==> src/rtl/uart_pkg.sv <==
// Shared register offsets, FSM state types and constants for the MMIO UART.
// Offsets are relative to the peripheral base address.
package uart_pkg;

  localparam logic [15:0] OFF_RX0   = 16'h0000;
  localparam logic [15:0] OFF_RX1   = 16'h0004;
  localparam logic [15:0] OFF_RX2   = 16'h0008;
  localparam logic [15:0] OFF_RX3   = 16'h000C;
  localparam logic [15:0] OFF_RX4   = 16'h0010;
  localparam logic [15:0] OFF_READY = 16'h0014;
  localparam logic [15:0] OFF_TX0   = 16'h0018;
  localparam logic [15:0] OFF_TX1   = 16'h001C;
  localparam logic [15:0] OFF_TX2   = 16'h0020;
  localparam logic [15:0] OFF_TX3   = 16'h0024;
  localparam logic [15:0] OFF_FLAGS = 16'h0028;

  localparam logic [7:0] ASCII_ZERO = 8'h30;

  typedef enum logic [1:0] {RX_IDLE, RX_START, RX_DATA, RX_STOP} rx_state_t;
  typedef enum logic [1:0] {TX_IDLE, TX_START, TX_DATA, TX_STOP} tx_state_t;

endpackage

==> src/rtl/uart_tx_core.sv <==
// Byte-serial 8N1 transmitter. A start presented during the last stop-bit
// cycle chains the next frame with no idle gap.
//
// state    | meaning
// TX_IDLE  | line high, waiting for start
// TX_START | driving start bit (0)
// TX_DATA  | driving 8 data bits, LSB first
// TX_STOP  | driving stop bit (1); done on its last cycle
module uart_tx_core
  import uart_pkg::*;
#(
  parameter int CLKS_PER_BIT = 868
) (
  input  logic       clk,
  input  logic       rst,
  input  logic       start,
  input  logic [7:0] data,
  output logic       tx,
  output logic       busy,
  output logic       done
);

  localparam int CW = $clog2(CLKS_PER_BIT);
  localparam logic [CW-1:0] FULL = CW'(CLKS_PER_BIT - 1);

  tx_state_t     state;
  logic [CW-1:0] cnt;
  logic [2:0]    bitn;
  logic [7:0]    shreg;

  assign done = (state == TX_STOP) && (cnt == '0);

  always_ff @(posedge clk) begin
    if (rst) begin
      state <= TX_IDLE;
      cnt   <= '0;
      bitn  <= '0;
      shreg <= '0;
      tx    <= 1'b1;
      busy  <= 1'b0;
    end else begin
      case (state)
        TX_IDLE: begin
          if (start) begin
            state <= TX_START;
            shreg <= data;
            cnt   <= FULL;
            tx    <= 1'b0;
            busy  <= 1'b1;
          end
        end
        TX_START: begin
          if (cnt == '0) begin
            state <= TX_DATA;
            tx    <= shreg[0];
            shreg <= {1'b0, shreg[7:1]};
            bitn  <= '0;
            cnt   <= FULL;
          end else begin
            cnt <= cnt - 1'b1;
          end
        end
        TX_DATA: begin
          if (cnt == '0) begin
            cnt <= FULL;
            if (bitn == 3'd7) begin
              state <= TX_STOP;
              tx    <= 1'b1;
            end else begin
              tx    <= shreg[0];
              shreg <= {1'b0, shreg[7:1]};
              bitn  <= bitn + 1'b1;
            end
          end else begin
            cnt <= cnt - 1'b1;
          end
        end
        TX_STOP: begin
          if (cnt == '0) begin
            if (start) begin
              state <= TX_START;
              shreg <= data;
              cnt   <= FULL;
              tx    <= 1'b0;
            end else begin
              state <= TX_IDLE;
              busy  <= 1'b0;
            end
          end else begin
            cnt <= cnt - 1'b1;
          end
        end
        default: state <= TX_IDLE;
      endcase
    end
  end

endmodule

==> src/rtl/uart_mmio.sv <==
// Memory-mapped UART: collects a 5-byte RX frame into word slots, and sends
// four ASCII digits from the TX slots when the last TX word is written.
//
// state    | meaning
// RX_IDLE  | waiting for a falling edge on the synchronized line
// RX_START | counting to start-bit midpoint; high there means glitch
// RX_DATA  | sampling 8 data bits at full-bit spacing, LSB first
// RX_STOP  | sampling stop bit; store / overrun / frame error
module uart_mmio
  import uart_pkg::*;
#(
  parameter int          CLKS_PER_BIT = 868,
  parameter logic [15:0] BASE         = 16'h0800
) (
  input  logic        clk,
  input  logic        rst,
  input  logic [15:0] addr,
  input  logic        we,
  input  logic [31:0] wdata,
  output logic [31:0] rdata,
  input  logic        rx,
  output logic        tx
);

  localparam int CW = $clog2(CLKS_PER_BIT);
  localparam logic [CW-1:0] FULL = CW'(CLKS_PER_BIT - 1);
  localparam logic [CW-1:0] HALF = CW'(CLKS_PER_BIT / 2 - 1);

  logic [15:0] off;
  logic        rearm;

  // Addresses below BASE wrap to large offsets and fall into the default decode.
  assign off   = addr - BASE;
  assign rearm = we && (off == OFF_TX3);

  rx_state_t     rx_state;
  logic          rx_s1, rx_s2, rx_s3;
  logic [CW-1:0] rx_cnt;
  logic [2:0]    rx_bit;
  logic [7:0]    rx_shreg;
  logic [7:0]    rx_slot [5];
  logic [2:0]    idx;
  logic          ready, overrun, frame_err;

  always_ff @(posedge clk) begin
    if (rst) begin
      rx_state  <= RX_IDLE;
      rx_s1     <= 1'b1;
      rx_s2     <= 1'b1;
      rx_s3     <= 1'b1;
      rx_cnt    <= '0;
      rx_bit    <= '0;
      rx_shreg  <= '0;
      idx       <= '0;
      ready     <= 1'b0;
      overrun   <= 1'b0;
      frame_err <= 1'b0;
      for (int i = 0; i < 5; i++) rx_slot[i] <= '0;
    end else begin
      rx_s1 <= rx;
      rx_s2 <= rx_s1;
      rx_s3 <= rx_s2;
      case (rx_state)
        RX_IDLE: begin
          if (!rx_s2 && rx_s3) begin
            rx_state <= RX_START;
            rx_cnt   <= HALF;
          end
        end
        RX_START: begin
          if (rx_cnt == '0) begin
            if (rx_s2) begin
              rx_state <= RX_IDLE;
            end else begin
              rx_state <= RX_DATA;
              rx_cnt   <= FULL;
              rx_bit   <= '0;
            end
          end else begin
            rx_cnt <= rx_cnt - 1'b1;
          end
        end
        RX_DATA: begin
          if (rx_cnt == '0) begin
            rx_shreg <= {rx_s2, rx_shreg[7:1]};
            rx_cnt   <= FULL;
            if (rx_bit == 3'd7) rx_state <= RX_STOP;
            else                rx_bit   <= rx_bit + 1'b1;
          end else begin
            rx_cnt <= rx_cnt - 1'b1;
          end
        end
        RX_STOP: begin
          if (rx_cnt == '0) begin
            rx_state <= RX_IDLE;
            // A rearm on the same edge discards whatever this stop bit brought.
            if (!rearm) begin
              if (!rx_s2) begin
                frame_err <= 1'b1;
              end else if (ready) begin
                overrun <= 1'b1;
              end else begin
                rx_slot[idx] <= rx_shreg;
                if (idx == 3'd4) begin
                  ready <= 1'b1;
                  idx   <= 3'd5;
                end else begin
                  idx <= idx + 1'b1;
                end
              end
            end
          end else begin
            rx_cnt <= rx_cnt - 1'b1;
          end
        end
        default: rx_state <= RX_IDLE;
      endcase
      if (rearm) begin
        ready     <= 1'b0;
        idx       <= '0;
        overrun   <= 1'b0;
        frame_err <= 1'b0;
      end
    end
  end

  logic [31:0] tx_slot [4];
  logic        go, tx_busy, tx_done, tx_start, wr_ok;
  logic [1:0]  byte_sel, next_sel;
  logic [7:0]  tx_byte;

  // go covers the one cycle between the launching write and the core going busy.
  assign wr_ok    = we && !tx_busy && !go;
  assign next_sel = go ? 2'd0 : byte_sel + 2'd1;
  assign tx_byte  = tx_slot[next_sel][7:0] + ASCII_ZERO;
  assign tx_start = go || (tx_done && (byte_sel != 2'd3));

  always_ff @(posedge clk) begin
    if (rst) begin
      go       <= 1'b0;
      byte_sel <= '0;
      for (int i = 0; i < 4; i++) tx_slot[i] <= '0;
    end else begin
      go <= 1'b0;
      if (tx_done && (byte_sel != 2'd3)) byte_sel <= byte_sel + 2'd1;
      if (wr_ok) begin
        case (off)
          OFF_TX0: tx_slot[0] <= wdata;
          OFF_TX1: tx_slot[1] <= wdata;
          OFF_TX2: tx_slot[2] <= wdata;
          OFF_TX3: begin
            tx_slot[3] <= wdata;
            go         <= 1'b1;
            byte_sel   <= '0;
          end
          default: ;
        endcase
      end
    end
  end

  uart_tx_core #(.CLKS_PER_BIT(CLKS_PER_BIT)) u_tx (
    .clk   (clk),
    .rst   (rst),
    .start (tx_start),
    .data  (tx_byte),
    .tx    (tx),
    .busy  (tx_busy),
    .done  (tx_done)
  );

  always_comb begin
    rdata = '0;
    case (off)
      OFF_RX0:   rdata = {24'b0, rx_slot[0]};
      OFF_RX1:   rdata = {24'b0, rx_slot[1]};
      OFF_RX2:   rdata = {24'b0, rx_slot[2]};
      OFF_RX3:   rdata = {24'b0, rx_slot[3]};
      OFF_RX4:   rdata = {24'b0, rx_slot[4]};
      OFF_READY: rdata = {31'b0, ready};
      OFF_TX0:   rdata = tx_slot[0];
      OFF_TX1:   rdata = tx_slot[1];
      OFF_TX2:   rdata = tx_slot[2];
      OFF_TX3:   rdata = tx_slot[3];
      OFF_FLAGS: rdata = {29'b0, frame_err, overrun, tx_busy};
      default:   rdata = '0;
    endcase
  end

endmodule

==> config.mk <==
export PLATFORM = sky130hd
export DESIGN_NAME = uart_mmio
export DESIGN_NICKNAME = d
export VERILOG_FILES = /design/src/rtl/uart_pkg.sv /design/src/rtl/uart_tx_core.sv /design/src/rtl/uart_mmio.sv
export SDC_FILE = /design/constraint.sdc
export NUM_CORES = 1
export LEC_CHECK = 0
export CAP_MARGIN = 5
export CORE_AREA = 2 2 171 173
export CTS_CLUSTER_SIZE = 10
export DETAILED_ROUTE_END_ITERATION = 10
export DIE_AREA = 0 0 173 175
export RECOVER_POWER = 50
export SYNTH_ARGS = -nofsm -noshare
export SYNTH_HDL_FRONTEND = slang
export SYNTH_HIERARCHICAL = 1
export SYNTH_SLANG_ARGS = --single-unit
==> constraint.sdc <==
create_clock -name clk -period 4.6 [get_ports clk]
set_input_delay 1.38 -clock clk [delete_from_list [all_inputs] [get_ports clk]]
set_output_delay 1.38 -clock clk [all_outputs]
set_load 0.1 [all_outputs]
Yosys cells after proc, flatten, opt, wreduce, memory -nomap -nowiden
Memory sizes are Yosys's and may differ from the RTL's.
Index checks and enable logic that the tools add are counted.
Widths: inputs -> output; s select.
{ "totals": {"in_bits": 52, "output_inout_bits": 33, "ram_bits": 168, "rom_bits": 0, "latchBits": 0, "regBits": 60, "memories": 2, "wordCells": 194} }
{ "memory_table": {"columns": ["name", "depth", "word_bits", "read_ports", "rd_ports_with_merged_regs", "write_ports", "line_no", "rtl"], "rows": [
  ["tx_slot", 4, 32, 5, 0, 4, "uart_mmio.sv:127", "logic [31:0] tx_slot [4];"],
  ["rx_slot", 5, 8, 5, 0, 5, "uart_mmio.sv:41", "logic [7:0] rx_slot [5];"]
]} }
{ "op_classes": {"div": 0, "n_eq_ne": 36, "n_shift": 0, "muxes": 89, "multipliers": 0, "bitwise": 6, "addsub": 8, "reduce_logical": 34, "order_cmp": 0} }
{ "ops": {"columns": ["op", "count"], "rows": [
  ["$pmux 32 s11", 1],
  ["$mux 32", 4],
  ["$mux 10", 8],
  ["$eq 16x5->1 const B", 4],
  ["$eq 16x6->1 const B", 3],
  ["$mux 8", 6],
  ["$pmux 10 s4", 1],
  ["$mux 1", 37],
  ["$eq 16x4->1 const B", 2],
  ["$pmux 8 s4", 1],
  ["$mux 2", 15],
  ["$pmux 10 s3", 1],
  ["$mux 3", 9],
  ["$ne 2x2->1 const B", 13],
  ["$logic_not 10->1", 2],
  ["$reduce_and 4->1", 5],
  ["$sub 10x1->10 const B", 2],
  ["$eq 16x3->1 const B", 1],
  ["$logic_not 16->1", 1],
  ["$pmux 2 s4", 2],
  ["$sub 16x12->16 const B", 1],
  ["$reduce_and 5->1", 3],
  ["$pmux 3 s2", 2],
  ["$reduce_and 3->1", 4],
  ["20 further kinds", 45]
]} }

Depth between registers and ports, before layout
Gate-level depths: netlist of the first run.
{ "logic_depth": {"ltp_word": 10, "depth_mapped": 12, "depth_no_buf": 11} }

Modules after synthesis
Netlist of the first run, hierarchy kept.
{ "modules_own_cells": {"columns": ["module", "cells_each", "n_inst", "area_per_inst_um2", "seq_area_each_um2"], "rows": [
  ["uart_mmio", 832, 1, 9770.6, 5745.5],
  ["uart_tx_core", 173, 1, 1502.7, 500.5]
]} }

Least setup slack after synthesis of the first run
No wires, ideal clock.
{ "synth_timing": {"path_kind": "input -> output", "start": "input port addr[11]", "end": "output port rdata[2]", "t_required_ns": 3.220, "arrival_time_ns": 4.768, "n_path_buf": 0, "cell_stages": 7, "slack_ns": -1.548, "cell_sequence": "inv_1 -> ha_1 -> xnor2_1 -> nand3_1 -> nor3b_1 -> a211oi_1 -> o31ai_1"} }
{ "synth_between": {"elab_chain_len": 3, "word_cells_on_any_way": 13, "classes_between": "add/sub: 1; eq/ne: 10; mux: 1; reduce/logical: 1"} }
{ "synth_lines": {"columns": ["item", "line_no", "rtl"], "rows": [
  ["start, declared", "uart_mmio.sv:17", "input logic [15:0] addr,"],
  ["$sub 16x12->16 (*)", "uart_mmio.sv:33", "assign off = addr - BASE;"],
  ["$eq 16x6->1 (tied with other cells)", "uart_mmio.sv:174", "case (off)"],
  ["$pmux 32 s11 (*)", "uart_mmio.sv:174", null],
  ["end, declared", "uart_mmio.sv:20", "output logic [31:0] rdata,"]
]} }
Every way passes the cells marked *; elsewhere a longest branch is shown, timed or not.

Worst setup path in the final report of the first run
{ "layout_timing": {"start": "input port addr[15]", "end": "output port rdata[0]"} }
The elaborated chain is that of the path after synthesis.

==> results of run 1 <==
[kinds of logic (layout without fill, tap and decap cells)]
group | Yosys count | count (layout) | synth area share
compound gates | 220 | 220 | 0.1387
simple gates | 407 | 407 | 0.2143
flops | 228 | 228 | 0.5541
fa+ha+maj | 20 | 20 | 0.02220
mux | 38 | 38 | 0.03585
xor+xnor | 5 | 5 | 0.003885
buf+inv | 87 | 234 | 0.03097
[worst reg2reg max path: stages, from the launching register on]
cell	delay [ps]
dfxtp_1	320
inv_1	110
ha_1	220
or4b_1	610
or3_1	560
o21ai_0	970
a2111oi_0	190
a211oi_1	300
[power groups by stage]
stage / clock network, mW / logic, mW / registers, mW
after floorplan: 0 / 0.279 / 2.33
after global placement: 0 / 0.408 / 2.35
after detailed placement: 0 / 0.409 / 2.35
after CTS: 1.95 / 0.414 / 2.31
after global routing: 2.02 / 0.450 / 2.32
final: 1.91 / 0.408 / 2.31
[worst min-delay path by stage]
stage	depth (start not counted)	end
CTS	1	rx_s2
global placement	1	rx_s2
detailed placement	1	rx_s2
global route	1	rx_s2
finish	1	rx_s2
floorplan	1	rx_s2
[sequential cells by signal, indices dropped and copies added, names as in the netlist, 2 cells and up, named ones only]
register    flops
byte_sel        2
u_tx/cnt       10
rx_slot        40
idx             3
u_tx/shreg      8
tx_slot       128
rx_shreg        8
rx_bit          3
u_tx/state      2
rx_cnt         10
u_tx/bitn       3
[final cells by class]
| cell class | instances | area, um^2 |
|---|---|---|
| fill | 2562 | 13850 |
| sequential | 228 | 6246 |
| multi-input combinational | 690 | 5122 |
| timing repair buffer | 160 | 1819 |
| clock buffer | 45 | 743.2 |
| tap | 384 | 480.5 |
| inverter | 24 | 102.6 |
| clock inverter | 5 | 26.28 |
[cell usage after synthesis (all sizes together), types with 7 or more instances]
cell type and count:
nor3 24, a211oi 7, o21ai 31, ha 20, o31ai 7, a22oi 74, and3 14, edfxtp 168
nand3 29, or2 9, mux2 19, buf 13, a21oi 43, and2 169, nand2b 8, nor4 14
clkbuf 50, dfxtp 60, nor2b 9, inv 24, nand2 58, a311oi 8, mux2i 19, nor2 37
[metrics by stage]
stage	utilization	setup WS (ps)	cell area, um^2
2_1_floorplan	-	-175.8	11550
3_3_place_gp	0.4770	-489.9	13540
3_5_place_dp	0.4770	-466.5	13540
4_1_cts	0.5111	-15.07	14510
5_1_grt	0.5121	0.2989	14540
6_report	0.5121	64.27	14540
[routing by layer]
metal / GRT usage / share of wire / wire (um) / vias up
met2: 0.3317 / 0.49 / 14560 / 231
met1: 0.2503 / 0.43 / 12800 / 4083
met5: 0 / 0.00041 / 12 / -
met3: 0.02916 / 0.046 / 1355 / 51
li1: - / - / - / 4000
met4: 0.05544 / 0.026 / 765 / 2
[what timing repair did]
item	4_1_cts	5_1_grt
setup endpoints to repair	32	32
buffers inserted	6	3
gates cloned	1	1
pin swaps	21	18
gates resized for setup	52	27
==> results.tsv, run 1 <==
stage	metric	value	unit
run_status	status	complete, but fails checks	
run_status	violations	max-capacitance violations, max-slew violations	
route	drtIter0Drc	583	
pwr	leakagePower	5.265	nW
pwr	p_int	3.509	mW
finish	mostFrequentLayoutCell	edfxtp_1	
synthesis	ys_ff_latch	228	
timing	min_period	4536	ps
synthesis	synth_top_cell_by_area	edfxtp_1	
cts	cts_buffer_depth	3	
route	antenna_left	0	
global_route	grt_pass1_wl	46110	um
route	via_count	8367	
worst_setup_path	path_cells	dlygate4sd2_1, nor4_4, and3_4, and3_4, buf_12, a22oi_2, nand4_1, buf_12	
finish	area_growth	28.98	%
global_route	grt_usage	0.1920	
worst_setup_path	worstPathMaxFanout	8	
cts	clk_latency	540	ps
global_route	grt_max_degree	32	
hold_path	hold_start	rx_s1	
worst_setup_path	path_buf_inv	3	
cts	clock-root-buffer	clkbuf_16	
synthesis	syn_inst	1005	
synthesis	synth_top_area_frac	0.4475	
synthesis	seq_area_frac_synth	0.5541	
run	maxCapViolCount	2	
floorplanning	rows	62	
synthesis	ys_top_cells_by_area	edfxtp_1 (45%), dfxtp_1 (11%), and2_1 (9.4%)	
worst_setup_path	critPathLaunch	addr[15]	
cts	cts_max_level	1	
timing	timing.hold.ws	417.9	ps
placed_design	dp_hpwl	20280	um
timing	rsz0062_at_grt	no	
route	drtPass1Iterations	5	
placed_design	gp_congestion	0.8671	
finish	fin_nets	1203	
finish	stdcell_count	1536	
hold_path	min-delay-path-class	reg2reg	
timing	skew	17.91	ps
global_route	antenna_found_initial	1	
synthesis	synth_warnings	6	
floorplanning	die_area	0.03028	mm^2
floorplanning	coreArea	0.02839	mm^2
pwr	p_seq_frac	0.499	
cts	clkSinkCount	228	
route	vias_per_cell	5.447	
cts	hold_buffers	0	
timing	tightest_slew	1648	ps
placed_design	place_inst	1476	
timing	fin_setup_tns	0	ps
cts	cts_buffers	27	
worst_setup_path	crit_cells	8	
synthesis	syn_nets	1077	
global_route	grt_overflow	0	
worst_setup_path	cpLargestDelayFamily	simple AND/OR/NAND/NOR gates	
route	wirelength	29500	um
synthesis	synth_area	0.01127	mm^2
pwr	switching_share	0.2422	
pwr	power_frac_clock	0.413	
route	drc_errors	0	
worst_setup_path	critical_path_required	3220	ps
floorplanning	die_h	175	um
cts	cts_tree	done	
placed_design	numPortBuffers	84	
finish	drive_above_1_share	0.2153	
timing	slew-limit-headroom	-0.09837	
pwr	power	4.630	mW
timing	drv_slew	32	
pwr	powerDensity	318.4	mW/mm^2
worst_setup_path	reg2reg_slack	1230	ps
global_route	first_global_vias	8212	
worst_setup_path	cp-start-kind	input pin	
pwr	power_switching	1.121	mW
worst_setup_path	crit_type	in2out	
floorplanning	ioPinCount	85	
synthesis	async_flop_share	0	
synthesis	synth_edf_count	168	
worst_setup_path	endpoint_kind	output pin	
worst_setup_path	slowest_delay	290	ps
finish	final_cell_mix	edfxtp_1 (168), and2_1 (124), dfxtp_1 (60)	
worst_setup_path	critPathCapture	rdata[0]	
worst_setup_path	reg2reg_to	rx_cnt[0]	
timing	setup_viol	0	
synthesis	synth_ff_type	edfxtp_1	
pwr	p_comb_frac	0.088	
route	wire_per_inst	19.20	um
timing	period_share	0.9860	
worst_setup_path	timing.rr.start	rx_cnt[0]	
worst_setup_path	ff2ff_path_depth	7	
finish	n_antenna_cell	0	
worst_setup_path	cpMaxStageDelayCell	nor4_4	
floorplanning	die_w	173	um
pwr	peakVddDrop	0.2475	mV
synthesis	ys_types	70	
timing	finalHoldViolCount	0	
timing	fmax	220.5	MHz
floorplanning	initial_core_util	0.3971	
worst_setup_path	arrival	3160	ps
synthesis	syn_avg_cell_area	11.22	um^2
cts	clkTransAtPathRegs	50	ps
Power figures use the tool's default switching activity.
==> run 2, diff against run 1 <==
--- a/config.mk
+++ b/config.mk
@@ -7,6 +7,7 @@
 export LEC_CHECK = 0
 export CAP_MARGIN = 5
 export CORE_AREA = 2 2 171 173
+export CTS_CLUSTER_DIAMETER = 60
 export CTS_CLUSTER_SIZE = 10
 export DETAILED_ROUTE_END_ITERATION = 10
 export DIE_AREA = 0 0 173 175
==> run 2 against run 1 <==
  * The run still ends with max-capacitance violations, max-slew violations left
  * Clock skew is 2.8 ps lower
  * Wire length about the same
  * Core utilization is essentially flat
  * Cell count is essentially flat
  * Die area unchanged
  * Combinational power about the same
  * Largest cell class unchanged
  * Highest routed layer unchanged
==> results.tsv, run 2 (synthesis results as in run 1) <==
stage	metric	value	unit
run_status	status	complete, but fails checks	
run_status	violations	max-capacitance violations, max-slew violations	
worst_setup_path	endpoint_kind	output pin	
route	antenna_left	0	
timing	tightest_slew	1622	ps
finish	mostFrequentLayoutCell	edfxtp_1	
placed_design	gp_congestion	0.8671	
cts	cts_max_level	1	
finish	largest_reg_flops	128	
cts	cts_buffers	27	
pwr	powerDensity	317.8	mW/mm^2
timing	fin_setup_tns	0	ps
floorplanning	die_w	173	um
pwr	peakVddDrop	0.2582	mV
route	drtIter0Drc	613	
placed_design	dp_hpwl	20280	um
route	drtPass1Iterations	6	
global_route	grt_max_degree	32	
finish	final_cell_mix	edfxtp_1 (168), and2_1 (125), dfxtp_1 (60)	
placed_design	numPortBuffers	84	
global_route	first_global_vias	8240	
timing	rsz0062_at_grt	no	
finish	drive_above_1_share	0.2142	
pwr	leakagePower	5.273	nW
route	wire_per_inst	19.19	um
finish	nFillCells	2564	
route	via_count	8365	
route	drc_errors	0	
worst_setup_path	cp-start-kind	input pin	
run	maxCapViolCount	3	
global_route	grt_usage	0.1919	
cts	cts_tree	done	
cts	clkTransAtPathRegs	60	ps
cts	clock-root-buffer	clkbuf_16	
floorplanning	coreArea	0.02839	mm^2
finish	fin_nets	1204	
worst_setup_path	ff2ff_path_depth	7	
timing	setup_slack	52.57	ps
timing	min_period	4547	ps
floorplanning	rows	62	
timing	setup_viol	0	
global_route	grt_pass1_wl	46160	um
cts	clkSinkCount	228	
timing	fmax	219.9	MHz
floorplanning	die_h	175	um
global_route	antenna_found_initial	1	
finish	area_growth	29.08	%
timing	period_share	0.9886	
hold_path	holdPathStages	1	
worst_setup_path	crit_type	in2out	
hold_path	min-delay-path-class	reg2reg	
finish	regMostFlops	tx_slot	
timing	finalHoldViolCount	0	
global_route	grt_overflow	0	
worst_setup_path	arrival	3170	ps
floorplanning	die_area	0.03028	mm^2
timing	slew-limit-headroom	-0.08113	
finish	n_antenna_cell	0	
timing	skew	15.16	ps
cts	cts_buffer_depth	3	
floorplanning	initial_core_util	0.3971	
floorplanning	ioPinCount	85	
worst_setup_path	critical_path_required	3220	ps
finish	top_regs	tx_slot: 128 flops, rx_slot: 40 flops	
placed_design	place_ws	-466.5	ps
cts	clk_latency	540	ps
timing	drv_slew	56	
route	wirelength	29500	um
route	vias_per_cell	5.442	
worst_setup_path	worstPathMaxFanout	8	
-- run 2: changes by cell type in the layout (fill, tap and decap cells not counted) --
cell / change
clkbuf_2: -2
and2_1: +1
clkbuf_1: +1
nor3_1: +1
clkinv_1: -1
nor3_2: -1
clkdlybuf4s15_1: +2
buf_4: +2
dlygate4sd2_1: -1
and2_0: -1
-- run 2: routing by layer --
metal | part of all wire | vias to the layer above | wire length, um | GRT usage
li1 | - | 3999 | - | -
met1 | 0.44 | 4113 | 12850 | 0.2513
met2 | 0.50 | 202 | 14640 | 0.3327
met3 | 0.041 | 49 | 1196 | 0.02567
met4 | 0.027 | 2 | 792 | 0.05614
met5 | 0.00037 | - | 11 | 0
-- run 2: worst paths after layout --
kind	endpoint	startpoint	slack, ps
worst max-delay path	rdata[0]	addr[1]	50
worst min-delay path	rx_s2	rx_s1	410
worst max register to register	rx_cnt[0]	rx_cnt[0]	1230
worst min register to register	rx_s2	rx_s1	410
-- run 2: cell type report --
class                   instances  area, um^2  share of cell area
flip-flops and latches        228        6246              0.4292
multi-input cells             690        5117              0.3517
repair buffers                161        1836              0.1261
clock inverters                 4       22.52            0.001548
well taps                     384       480.5             0.03302
inverters                      24       102.6            0.007051
clock buffers                  46       747.0             0.05133
-- run 2: power by group --
part | internal [mW] | switching [mW]
Sequential | 2.27 | 0.0405
Combinational | 0.146 | 0.261
Clock | 1.09 | 0.812
Total | 3.51 | 1.11
-- run 2: critical path: stages --
cell and delay (ps):
clkdlybuf4s15_1 190, nor4b_4 250, buf_4 160, and3_4 200, and3_4 260, buf_12 170
a22oi_2 110, nand4_1 230, buf_12 210
-- run 2: through the flow --
step / util / std cells / instance area [um^2] / power, mW / hold slack, ps
CTS: 0.5111 / 1533 / 14510 / 4.670 / 417.7
floorplan: - / 1005 / 11550 / 2.612 / 389.5
detailed placement: 0.4770 / 1476 / 13540 / 2.758 / 404.2
global route: 0.5125 / 1537 / 14550 / 4.789 / 438.1
finish: 0.5125 / 1537 / 14550 / 4.625 / 413.7
global placement: 0.4770 / 1476 / 13540 / 2.756 / 397.8
-- run 2: repair_timing --
item / in CTS / in global routing
setup endpoints to repair: 32 / 32
hold buffers: 0 / 0
gates resized for setup: 52 / 27
buffers inserted: 6 / 4
pin swaps: 20 / 20
gates cloned: 1 / 1
hold endpoints to repair: 0 / 0
==> run 3, diff against run 2 <==
==> constraint.sdc (replaced) <==
create_clock -name clk -period 4.6 [get_ports clk]
set_input_delay 0.92 -clock clk [delete_from_list [all_inputs] [get_ports clk]]
set_output_delay 0.92 -clock clk [all_outputs]
set_load 0.005 [all_outputs]
==> run 3 against run 2 <==
  * The flow still finishes with violations (max-capacitance violations, max-slew violations)
  * Fmax grew 0.92%
  * Non-clock buffer count down 44
  * Worst hold slack worse by 3.9 ps
  * First-iteration DRC count decreased by 2.8%
  * Via count fell by 2.7%
  * Sequential power barely moved
  * Die area unchanged
  * Total power is 1.1% higher
  * Largest cell class unchanged
==> results.tsv, run 3 (synthesis results as in run 1) <==
stage	metric	value	unit
run_status	status	complete, but fails checks	
run_status	violations	max-capacitance violations, max-slew violations	
route	antenna_left	0	
run	maxCapViolCount	4	
worst_setup_path	critical_path_required	3680	ps
finish	nFillCells	2656	
worst_setup_path	slowest_delay	540	ps
worst_setup_path	path_buf_inv	5	
finish	area_growth	18.47	%
cts	hold_buffers	0	
timing	slew-limit-headroom	-0.5687	
floorplanning	ioPinCount	85	
worst_setup_path	crit_type	in2out	
cts	cts_buffer_depth	3	
cts	cts_max_level	1	
finish	mostFrequentLayoutCell	edfxtp_1	
global_route	grt_pass1_wl	44330	um
pwr	powerDensity	350.0	mW/mm^2
worst_setup_path	endpoint_kind	output pin	
cts	clkTransAtPathRegs	50	ps
cts	clkSinkCount	228	
timing	skew	25.60	ps
cts	cts_buffers	28	
timing	min_period	4506	ps
global_route	grt_overflow	0	
global_route	first_global_vias	7964	
finish	stdcell_count	1494	
route	vias_per_cell	5.450	
finish	drive_above_1_share	0.09009	
worst_setup_path	path_cells	clkdlybuf4s50_1, inv_1, ha_1, xnor2_1, buf_4, and3_1, and3_1, buf_12, a22oi_1, nand3_1, clkdlybuf4s50_1	
worst_setup_path	cp-start-kind	input pin	
cts	cts_tree	done	
cts	clock-root-buffer	clkbuf_16	
worst_setup_path	cpLargestDelayFamily	buffers and inverters	
finish	regMostFlops	tx_slot	
floorplanning	rows	62	
placed_design	gp_congestion	0.8457	
global_route	antenna_found_initial	0	
floorplanning	coreArea	0.02839	mm^2
placed_design	numPortBuffers	84	
global_route	grt_max_degree	48	
pwr	peakVddDrop	0.2609	mV
floorplanning	die_area	0.03028	mm^2
floorplanning	die_h	175	um
worst_setup_path	reg2reg_slack	540	ps
cts	clk_latency	550	ps
pwr	leakagePower	4.802	nW
finish	largest_reg_flops	128	
finish	fin_nets	1161	
route	drc_errors	0	
timing	tightest_slew	2353	ps
finish	multiInputGateArea	0.004599	mm^2
timing	drv_slew	72	
floorplanning	die_w	173	um
finish	seq_area	0.006246	mm^2
route	wire_per_inst	18.86	um
worst_setup_path	arrival	3590	ps
route	drtIter0Drc	596	
timing	fin_setup_tns	0	ps
timing	setup_viol	0	
timing	rsz0062_at_grt	no	
floorplanning	initial_core_util	0.3971	
pwr	power	4.675	mW
timing	fmax	221.9	MHz
finish	n_antenna_cell	0	
timing	finalHoldViolCount	0	
timing	period_share	0.9796	
worst_setup_path	cpMaxStageDelayCell	clkdlybuf4s50_1	
cts	cts_setup_buffers	0	
route	wirelength	28180	um
finish	final_cell_mix	edfxtp_1 (168), and2_1 (112), clkdlybuf4s50_1 (82)	
placed_design	dp_hpwl	18630	um
placed_design	place_inst	1443	
finish	top_regs	tx_slot: 128 flops, rx_slot: 40 flops	
route	via_count	8143	
worst_setup_path	worstPathMaxFanout	29	
global_route	grt_usage	0.1847	
route	drtPass1Iterations	5	
hold_path	min-delay-path-class	reg2reg	
## run 3: cell types whose count changed in the layout (fill, tap and decap cells not counted), sizes merged, moves of 2 or more
cell / before / now
clkdlybuf4s15: 4 / 0
clkbuf: 67 / 58
dlygate4sd2: 6 / 0
dlymetal6s2s: 2 / 0
buf: 93 / 23
clkdlybuf4s50: 35 / 82
## run 3: area by class of cell
cell class,instances,share of cell area
Sequential cell,228,0.4677
Clock buffer,47,0.05855
Timing Repair Buffer,117,0.08385
Inverter,24,0.006745
Clock inverter,4,0.002811
Tap cell,384,0.03598
Multi-Input combinational cell,690,0.3444
## run 3: through the flow
step	hold slack, ps	util	instance area (um^2)	setup WS [ps]
6_report	409.7	0.4704	13360	93.92
5_1_grt	443.1	0.4704	13360	7.036
4_1_cts	416.0	0.4749	13480	74.12
3_5_place_dp	403.0	0.4461	12660	75.13
3_3_place_gp	399.1	0.4461	12660	95.16
2_1_floorplan	389.5	-	11270	918.1
## run 3: timing repair
action,4_1_cts,5_1_grt
endpoints found under the hold margin,0,0
setup endpoints to repair,0,25
resized for setup,0,3
## run 3: path summary, 6_finish.rpt
| kind | start | endpoint | cells past startpoint |
|---|---|---|---|
| max reg2reg | rx_cnt[0] | rx_slot[4][7] | 7 |
| min reg2reg | rx_s1 | rx_s2 | 1 |
| max | addr[11] | rdata[6] | 11 |
| min | rx_s1 | rx_s2 | 1 |
## run 3: where the power goes
part | leakage, nW | internal, mW | switching (mW)
Combinational | 2.20 | 0.140 | 0.256
Sequential | 2.22 | 2.27 | 0.0380
Clock | 0.389 | 1.15 | 0.820
## run 3: per-layer routing
metal	part of all wire	wire, um	track usage	up-vias
li1	-	-	-	3916
met2	0.49	13710	0.3117	231
met3	0.045	1279	0.02219	49
met5	0	0	0	-
met4	0.029	808	0.06179	0
met1	0.44	12390	0.2475	3947
